==> src/rtl/dram_refresh_scheduler_if.sv <==
// Handshake and status bundle between the refresh scheduler and the RAS/CAS sequencer.
// The scheduler uses the master modport; the sequencer side (or a bench) uses slave.
interface dram_refresh_scheduler_if;
   logic       ASn;
   logic       RAM_BUSY;
   logic       REFRESH_ACK;
   logic       REFRESH_REQ;
   logic       URGENT;
   logic       INIT_DONE;
   logic [2:0] PENDING;
   logic       OVERRUN;

   modport master (
      input  ASn, RAM_BUSY, REFRESH_ACK,
      output REFRESH_REQ, URGENT, INIT_DONE, PENDING, OVERRUN
   );

   modport slave (
      output ASn, RAM_BUSY, REFRESH_ACK,
      input  REFRESH_REQ, URGENT, INIT_DONE, PENDING, OVERRUN
   );
endinterface

==> src/rtl/dram_refresh_scheduler.sv <==
// DRAM power-up sequencing and refresh-debt arbitration ahead of the RAS/CAS sequencer.
// Optional macro REFRESH_URGENT_EN: a saturated debt may request refresh during bus cycles.
module dram_refresh_scheduler #(
   parameter int unsigned INIT_CYCLES      = 1420,
   parameter int unsigned INIT_REFRESHES   = 8,
   parameter int unsigned REFRESH_INTERVAL = 110,
   parameter int unsigned MAX_PENDING      = 4
) (
   input  logic                     CLK,
   input  logic                     RESET,
   dram_refresh_scheduler_if.master bus
);

   // The debt counter must hold the initial refresh burst as well as the run-time limit.
   localparam int unsigned DEBT_TOP = (INIT_REFRESHES > MAX_PENDING) ? INIT_REFRESHES : MAX_PENDING;
   localparam int unsigned WAIT_W   = $clog2(INIT_CYCLES + 1);
   localparam int unsigned INTV_W   = $clog2(REFRESH_INTERVAL + 1);
   localparam int unsigned INIT_W   = $clog2(INIT_REFRESHES + 1);
   localparam int unsigned DEBT_W   = $clog2(DEBT_TOP + 1);

   localparam logic [WAIT_W-1:0] WAIT_LOAD = WAIT_W'(INIT_CYCLES - 1);
   localparam logic [INTV_W-1:0] INTV_LOAD = INTV_W'(REFRESH_INTERVAL - 1);
   localparam logic [INIT_W-1:0] INIT_LAST = INIT_W'(INIT_REFRESHES - 1);
   localparam logic [DEBT_W-1:0] DEBT_INIT = DEBT_W'(INIT_REFRESHES);
   localparam logic [DEBT_W-1:0] DEBT_MAX  = DEBT_W'(MAX_PENDING);
   localparam logic [DEBT_W-1:0] DEBT_ONE  = DEBT_W'(1);

   typedef enum logic [1:0] {
      INIT_WAIT    = 2'd0,
      INIT_REFRESH = 2'd1,
      RUN          = 2'd2
   } state_e;

   state_e            state_q, state_d;
   logic [WAIT_W-1:0] wait_q, wait_d;
   logic [INTV_W-1:0] intv_q, intv_d;
   logic [INIT_W-1:0] init_q, init_d;
   logic [DEBT_W-1:0] debt_q, debt_d;
   logic              req_q, req_d;
   logic              done_q, done_d;
   logic              ovr_q, ovr_d;
   logic              urgent_q;
   logic [2:0]        pend_q;
   logic              as_meta_q, as_sync_q;

   logic bus_idle_s, req_ok_s, tick_s, ack_ok_s;

   // The debt can exceed 7 only during the power-up burst; the 3-bit port shows it clipped.
   function automatic logic [2:0] clip_pending(input logic [DEBT_W-1:0] d);
      logic [DEBT_W+2:0] wide;
      wide = {3'b000, d};
      if (wide > (DEBT_W + 3)'(7)) begin
         return 3'd7;
      end else begin
         return wide[2:0];
      end
   endfunction

   assign bus_idle_s = as_sync_q & ~bus.RAM_BUSY;
`ifdef REFRESH_URGENT_EN
   assign req_ok_s   = bus_idle_s | (urgent_q & ~bus.RAM_BUSY);
`else
   assign req_ok_s   = bus_idle_s;
`endif
   assign tick_s     = (state_q == RUN) && (intv_q == INTV_W'(0));
   assign ack_ok_s   = bus.REFRESH_ACK & req_q & (debt_q != DEBT_W'(0));

   // Two-flop synchroniser for the asynchronous address strobe.
   always_ff @(posedge CLK) begin
      if (RESET) begin
         as_meta_q <= 1'b1;
         as_sync_q <= 1'b1;
      end else begin
         as_meta_q <= bus.ASn;
         as_sync_q <= as_meta_q;
      end
   end

   // Next-state logic: power-up sequencing, debt arithmetic and request handshake.
   always_comb begin
      state_d = state_q;
      wait_d  = wait_q;
      intv_d  = intv_q;
      init_d  = init_q;
      debt_d  = debt_q;
      done_d  = done_q;
      ovr_d   = ovr_q;
      req_d   = 1'b0;
      case (state_q)
         INIT_WAIT: begin
            if (wait_q == WAIT_W'(0)) begin
               state_d = INIT_REFRESH;
               debt_d  = DEBT_INIT;
            end else begin
               wait_d = wait_q - WAIT_W'(1);
            end
         end
         INIT_REFRESH, RUN: begin
            case ({tick_s, ack_ok_s})
               2'b10: begin
                  if (debt_q == DEBT_MAX) begin
                     ovr_d = 1'b1;
                  end else begin
                     debt_d = debt_q + DEBT_ONE;
                  end
               end
               2'b01:   debt_d = debt_q - DEBT_ONE;
               default: debt_d = debt_q;
            endcase
            if (state_q == RUN) begin
               intv_d = tick_s ? INTV_LOAD : (intv_q - INTV_W'(1));
            end else if (ack_ok_s) begin
               init_d = init_q + INIT_W'(1);
               if (init_q == INIT_LAST) begin
                  state_d = RUN;
                  done_d  = 1'b1;
                  intv_d  = INTV_LOAD;
               end else begin
                  state_d = INIT_REFRESH;
               end
            end else begin
               init_d = init_q;
            end
            // An outstanding request is never withdrawn before its acknowledge.
            if (req_q && !ack_ok_s) begin
               req_d = 1'b1;
            end else begin
               req_d = (debt_d != DEBT_W'(0)) && req_ok_s;
            end
         end
         default: begin
            state_d = INIT_WAIT;
            wait_d  = WAIT_LOAD;
            intv_d  = INTV_LOAD;
            init_d  = INIT_W'(0);
            debt_d  = DEBT_W'(0);
            done_d  = 1'b0;
         end
      endcase
   end

   // State and output registers.
   always_ff @(posedge CLK) begin
      if (RESET) begin
         state_q  <= INIT_WAIT;
         wait_q   <= WAIT_LOAD;
         intv_q   <= INTV_LOAD;
         init_q   <= INIT_W'(0);
         debt_q   <= DEBT_W'(0);
         req_q    <= 1'b0;
         done_q   <= 1'b0;
         ovr_q    <= 1'b0;
         urgent_q <= 1'b0;
         pend_q   <= 3'd0;
      end else begin
         state_q  <= state_d;
         wait_q   <= wait_d;
         intv_q   <= intv_d;
         init_q   <= init_d;
         debt_q   <= debt_d;
         req_q    <= req_d;
         done_q   <= done_d;
         ovr_q    <= ovr_d;
         urgent_q <= (debt_d == DEBT_MAX);
         pend_q   <= clip_pending(debt_d);
      end
   end

   assign bus.REFRESH_REQ = req_q;
   assign bus.URGENT      = urgent_q;
   assign bus.INIT_DONE   = done_q;
   assign bus.PENDING     = pend_q;
   assign bus.OVERRUN     = ovr_q;

endmodule

==> src/flat_wrapper.sv <==
// flat-port wrapper written by rule: the top's interface ports become plain ports
module dram_refresh_scheduler_flat 
#(
   parameter int unsigned INIT_CYCLES      = 1420,
   parameter int unsigned INIT_REFRESHES   = 8,
   parameter int unsigned REFRESH_INTERVAL = 110,
   parameter int unsigned MAX_PENDING      = 4
)
  (CLK, RESET, bus_ASn, bus_RAM_BUSY, bus_REFRESH_ACK, bus_REFRESH_REQ, bus_URGENT, bus_INIT_DONE, bus_PENDING, bus_OVERRUN);
  dram_refresh_scheduler_if bus_i ();
  input  logic CLK;
  input  logic RESET;
  input wire logic [$bits(bus_i.ASn)-1:0] bus_ASn;
  input wire logic [$bits(bus_i.RAM_BUSY)-1:0] bus_RAM_BUSY;
  input wire logic [$bits(bus_i.REFRESH_ACK)-1:0] bus_REFRESH_ACK;
  output wire logic [$bits(bus_i.REFRESH_REQ)-1:0] bus_REFRESH_REQ;
  output wire logic [$bits(bus_i.URGENT)-1:0] bus_URGENT;
  output wire logic [$bits(bus_i.INIT_DONE)-1:0] bus_INIT_DONE;
  output wire logic [$bits(bus_i.PENDING)-1:0] bus_PENDING;
  output wire logic [$bits(bus_i.OVERRUN)-1:0] bus_OVERRUN;
  assign bus_i.ASn = bus_ASn;
  assign bus_i.RAM_BUSY = bus_RAM_BUSY;
  assign bus_i.REFRESH_ACK = bus_REFRESH_ACK;
  assign bus_REFRESH_REQ = bus_i.REFRESH_REQ;
  assign bus_URGENT = bus_i.URGENT;
  assign bus_INIT_DONE = bus_i.INIT_DONE;
  assign bus_PENDING = bus_i.PENDING;
  assign bus_OVERRUN = bus_i.OVERRUN;
  dram_refresh_scheduler #(.INIT_CYCLES(INIT_CYCLES), .INIT_REFRESHES(INIT_REFRESHES), .REFRESH_INTERVAL(REFRESH_INTERVAL), .MAX_PENDING(MAX_PENDING)) u_core (.CLK(CLK), .RESET(RESET), .bus(bus_i));
endmodule
==> config.mk <==
export PLATFORM = sky130hd
export DESIGN_NAME = dram_refresh_scheduler_flat
export DESIGN_NICKNAME = d
export VERILOG_FILES = /design/src/rtl/dram_refresh_scheduler_if.sv /design/src/rtl/dram_refresh_scheduler.sv /design/src/flat_wrapper.sv
export SDC_FILE = /design/constraint.sdc
export NUM_CORES = 1
export LEC_CHECK = 0
export CAP_MARGIN = 40
export CORE_ASPECT_RATIO = 0.5
export CORE_MARGIN = 4
export CORE_UTILIZATION = 53
export CTS_CLUSTER_DIAMETER = 200
export CTS_CLUSTER_SIZE = 28
export DETAILED_ROUTE_END_ITERATION = 6
export PLACE_DENSITY = 0.75
export SYNTH_ARGS = -nofsm -noshare
export SYNTH_HDL_FRONTEND = slang
export SYNTH_SLANG_ARGS = --single-unit
==> constraint.sdc <==
create_clock -name CLK -period 2.24 [get_ports CLK]
set_input_delay 0.56 -clock CLK [delete_from_list [all_inputs] [get_ports CLK]]
set_output_delay 0.56 -clock CLK [all_outputs]
set_load 0.02 [all_outputs]
## Word level (Yosys, flattened, before mapping)

Cells that the tools add are included.

- Muxes and demuxes: 26
- Order comparisons: 1
- Equal/unequal tests: 14
- Bitwise gates (word level): 6
- Reduce and logical (&&, ||, !) cells: 17
- Add/sub/neg operators: 5

Operators by type and width:

| operator | number |
|---|---|
| 2-to-1 mux 7 bit | 4 |
| one-hot mux 4 bit (2 select lines) | 3 |
| one-hot mux 11 bit (2 select lines) | 1 |
| 2-to-1 mux 4 bit | 5 |
| one-hot mux 7 bit (2 select lines) | 1 |
| == test 4 x 3 -> 1 bit (second input constant) | 3 |
| AND reduction 3 bit | 4 |
| logical NOT 11 bit | 1 |
| 2-to-1 mux 11 bit | 1 |
| subtractor 11 x 1 -> 11 bit (second input constant) | 1 |
| adder 4 x 1 -> 4 bit (second input constant) | 2 |
| 2-to-1 mux 2 bit | 4 |
| nonzero test 4 bit | 2 |
| logical NOT 7 bit | 1 |
| subtractor 7 x 1 -> 7 bit (second input constant) | 1 |
| inequality test 2 x 1 -> 1 bit (second input constant) | 3 |
| inequality test 3 x 1 -> 1 bit (second input constant) | 2 |
| == test 2 x 1 -> 1 bit (second input constant) | 2 |
| == test 2 bit (second input constant) | 2 |
| greater-than comparator 4 x 3 -> 1 bit (second input constant) | 1 |
| 2-to-1 mux 1 bit | 4 |
| inequality test 2 bit (second input constant) | 2 |
| one-hot mux 2 bit (2 select lines) | 1 |
| AND reduction 4 bit | 1 |
| other kinds (10) | 17 |

- Output and inout port bits: 7
- Logic and storage cells: 81
- Bits in registers: 37

## Logic depth before layout (Yosys ltp)

- Depth in word-level cells: 8
- Gate-level depth with buffers: 9

## Least setup slack after synthesis

OpenSTA, ideal clock, no wires.

- Path kind: register -> register
- Start point: reg u_core.wait_q[0]
- End point: reg u_core.wait_q[8]
- Data arrival time: 2.154 ns
- Path slack: -0.043 ns
- Buffers on the path: 1
- Period minus slack after synthesis: 2.283 ns
- Data required time: 2.111 ns
- Cell stages (with the launch flop): 10
- Cells stage by stage: dfxtp_1 inv_1 ha_1 or4b_1 or4_1 buf_2 o2111a_1 nor2b_1 xnor2_1 nand2_1

- Cells in the longest elaborated chain, start to end: 3
- Elaborated cells between the ends (all ways): 6

Ends and longest elaborated chain:

| item | line | source |
|---|---|---|
| from (decl) | dram_refresh_scheduler.sv:35 | `logic [WAIT_W-1:0] wait_q, wait_d;` |
| from (signal assigned) | dram_refresh_scheduler.sv:157 | `wait_q <= wait_d;` |
| subtractor 11 x 1 -> 11 bit or logical NOT 11 bit (tied branches) | dram_refresh_scheduler.sv:95, dram_refresh_scheduler.sv:91 |  |
| 2-to-1 mux 11 bit or inequality test 2 bit (tied branches) | n/a |  |
| one-hot mux 11 bit (2 select lines) or AND reduction 2 bit (tied branches) | n/a |  |

Parallel ways exist; a longest one is shown, timed or not. The select of a mux whose other input is x is not followed.
A chain may end at the register's enable or synchronous reset.

## Worst setup path in the final report

- Start point: reg u_core.wait_q[1]
- End point: reg u_core.wait_q[7]

The elaborated chain is that of the path after synthesis.

==> flow_metrics.py <==
metrics = {
    "timing": {
        "final-hold-violation-count": 0,
        "clock-skew-final_ns": 0.0110,
        "maxSlewViolCount": 0,
        "worst_slew_pin_slew_ns": 0.426,
        "min_period_ns": 2.26,
        "fin_tns_setup_ns": -0.0281,
        "fmax_mhz": 442,
        "setup_viol": 2,
        "setup_ws_ns": -0.0205,
        "slew_headroom_pct": 71.6,
        "rsz0062_at_grt": "yes",
        "finalCritPeriodShare_pct": 101,
    },
    "cells_and_area": {
        "syn_to_final_growth_pct": 28.4,
        "antennaDiodeCount": 0,
        "drive_above_1_share_pct": 22.5,
        "regArea_um2": 743,
        "multi_input_area_mm2": 0.00128,
        "layout.nets": 296,
        "nFillCells": 294,
    },
    "critical_path": {
        "start_kind": "flip-flop",
        "critPathMaxFanout": 5,
        "reg2regPathDepth": 8,
        "end_kind": "flip-flop",
        "arrival_ns": 2.43,
        "critPathKind": "reg2reg",
        "required_ns": 2.41,
    },
    "floorplan": {
        "coreArea_mm2": 0.00353,
        "die_x_um": 94.9,
        "ios": 12,
        "rows": 15,
        "start_util_pct": 56.7,
        "die_y_um": 51.4,
        "dieArea_mm2": 0.00488,
    },
    "yosys": {
        "synthTopCellsByArea": "dfxtp_1 (37%), ha_1 (6.9%), nor2_1 (5.4%), a21oi_1 (5.3%), nand2_1 (3.6%)",
        "synth.largest_area_cell": "dfxtp_1",
        "yosysMostFrequentCell": "dfxtp_1",
        "synthDistinctLibCells": 50,
        "ys_top_cells_by_count": "dfxtp_1 (37), nor2_1 (29), a21oi_1 (21)",
        "ys_ff_latch": 37,
        "avgSynthCellArea_um2": 8.26,
        "synth_area_mm2": 0.00200,
        "synth_edf_count": 0,
        "synth_nets": 258,
        "async_flop_share_pct": 0,
        "synth_cells": 242,
        "synth_flop_cell": "dfxtp_1",
        "synth-seq-area-share_pct": 37.0,
        "yosysWarnings": 0,
        "synth_top_cell_area_share_pct": 37.0,
    },
    "placement": {
        "place_ws_ns": -0.221,
        "place_congestion": 0.934,
        "dp_hpwl_um": 3430,
        "io_buffers": 11,
    },
    "drt": {
        "routedWlPerCell_um": 14.7,
        "routed_wl_um": 4880,
        "viasPerCell": 5.70,
        "drt_iter0_drc": 113,
        "num_vias": 1886,
        "route.detailed.drc": 0,
        "ant_nets": 0,
        "drt_first_pass_iters": 4,
    },
    "outcome": {
        "status": "complete, but fails checks",
        "violations": "setup timing",
    },
    "power": {
        "p_leak_nw": 1.01,
        "power_mw": 1.29,
        "power_density_mw_per_mm2": 503,
        "ir_drop_v": 0.000312,
    },
    "global_route": {
        "antenna_found_initial": 0,
        "grt_overflow": 0,
        "grt_max_degree": 16,
        "grt_usage_pct": 21.8,
        "grt_pass1_wl_um": 8310,
        "grt_pass1_vias": 1760,
    },
    "clock_tree": {
        "cts_made_buffers": 5,
        "cts_htree_levels": 2,
        "cts_tree": "built",
        "clock-sinks": 37,
        "path_clk_slew_ns": 0.07,
        "cts_root_buffer": "clkbuf_8",
        "cts_buffer_depth": 2,
        "clk_latency_ns": 0.29,
    },
    "worst_hold_path": {
        "holdCritPathClass": "reg2reg",
        "worst_hold_path.num_cells": 1,
    },
    "job": {
        "cap_violations": 0,
    },
}
[power breakdown]
group	leakage [nW]	internal (mW)	switching, mW
logic	0.653	0.0298	0.0308
registers	0.299	0.665	0.00538
clock network	0.0540	0.324	0.235
total	1.01	1.02	0.272
[layout make-up]
| class | instances | share of cell area, % |
|---|---|---|
| flip-flops and latches | 37 | 28.9 |
| multi-input cells | 182 | 49.7 |
| repair buffers | 40 | 12.8 |
| inverters | 14 | 2.05 |
| clock inverters | 2 | 1.36 |
| well taps | 51 | 2.49 |
| clock buffers | 5 | 2.68 |
[metrics by stage]
| step | utilization (%) | area [um^2] | cells | hold slack, ns |
|---|---|---|---|---|
| floorplan | - | 2030 | 242 | 0.389 |
| finish | 72.8 | 2570 | 331 | 0.413 |
| CTS | 70.6 | 2490 | 331 | 0.416 |
| global placement | 67.3 | 2380 | 324 | 0.394 |
| detailed placement | 67.3 | 2380 | 324 | 0.397 |
| global route | 72.8 | 2570 | 331 | 0.435 |
[cells in the final DEF (no fill, tap or decap), types with 8 or more instances in the layout]
cell type        netlist  final
clkdlybuf4s50_1        0     11
nand3_1                8      8
nand2_1               19     19
dfxtp_1               37     35
buf_4                  0     29
ha_1                  11      8
a21oi_1               21     20
inv_1                 14     12
nor2_1                29     28
[critical path, cell delays in order, from the launching register on]
cell and delay [ns]:
dfxtp_2 0.33, inv_2 0.09, ha_4 0.14, or4b_4 0.46
or4_4 0.49, o2111ai_4 0.30, nor4b_2 0.10, xnor2_1 0.17
nand2_1 0.06
[state kept, by name, summed over array words and instances, names as in the netlist]
| name | count |
|---|---|
| u_core.bus.INIT_DONE | 1 |
| u_core.intv_q | 7 |
| u_core.state_q | 2 |
| u_core.as_sync_q | 1 |
| u_core.init_q | 4 |
| u_core.bus.OVERRUN | 1 |
| u_core.bus.PENDING | 3 |
| u_core.debt_q | 4 |
| u_core.as_meta_q | 1 |
| u_core.wait_q | 11 |
| u_core.bus.REFRESH_REQ | 1 |
| u_core.bus.URGENT | 1 |
[path summary, 6_finish.rpt]
kind | startpoint | endpoint | slack (ns)
setup / recovery | u_core.wait_q[1]$_SDFFE_PP1P_ | u_core.wait_q[7]$_SDFFE_PP1P_ | -0.02
hold / removal | u_core.as_meta_q$_SDFF_PP1_ | u_core.as_sync_q$_SDFF_PP1_ | 0.41
setup reg to reg | u_core.wait_q[1]$_SDFFE_PP1P_ | u_core.wait_q[7]$_SDFFE_PP1P_ | -0.02
hold reg to reg | u_core.as_meta_q$_SDFF_PP1_ | u_core.as_sync_q$_SDFF_PP1_ | 0.41
[layer usage]
layer,track usage (%),routed length [um]
met1,28.4,2270
met2,35.1,2320
met3,5.74,253
met4,7.18,33
met5,0,0
[kinds of logic (layout without fill, tap and decap cells)]
family / count (synthesis) / count (layout) / synth area share, %
and+or+nand+nor: 101 / 101 / 26.7
AOI/OAI and AO/OA: 57 / 57 / 19.3
DFF: 37 / 37 / 37.0
buffers and inverters: 23 / 61 / 4.38
xor gates and xnor gates: 13 / 13 / 5.69
adders and majority gates: 11 / 11 / 6.88
[repair_timing]
item | in CTS | in global routing
endpoints found under the setup margin | 1 | 17
hold buffers | 0 | 0
pin swaps | 0 | 14
resized for setup | 3 | 17
buffers inserted | 0 | 0
Note: power is estimated with default switching activity, not from simulation.
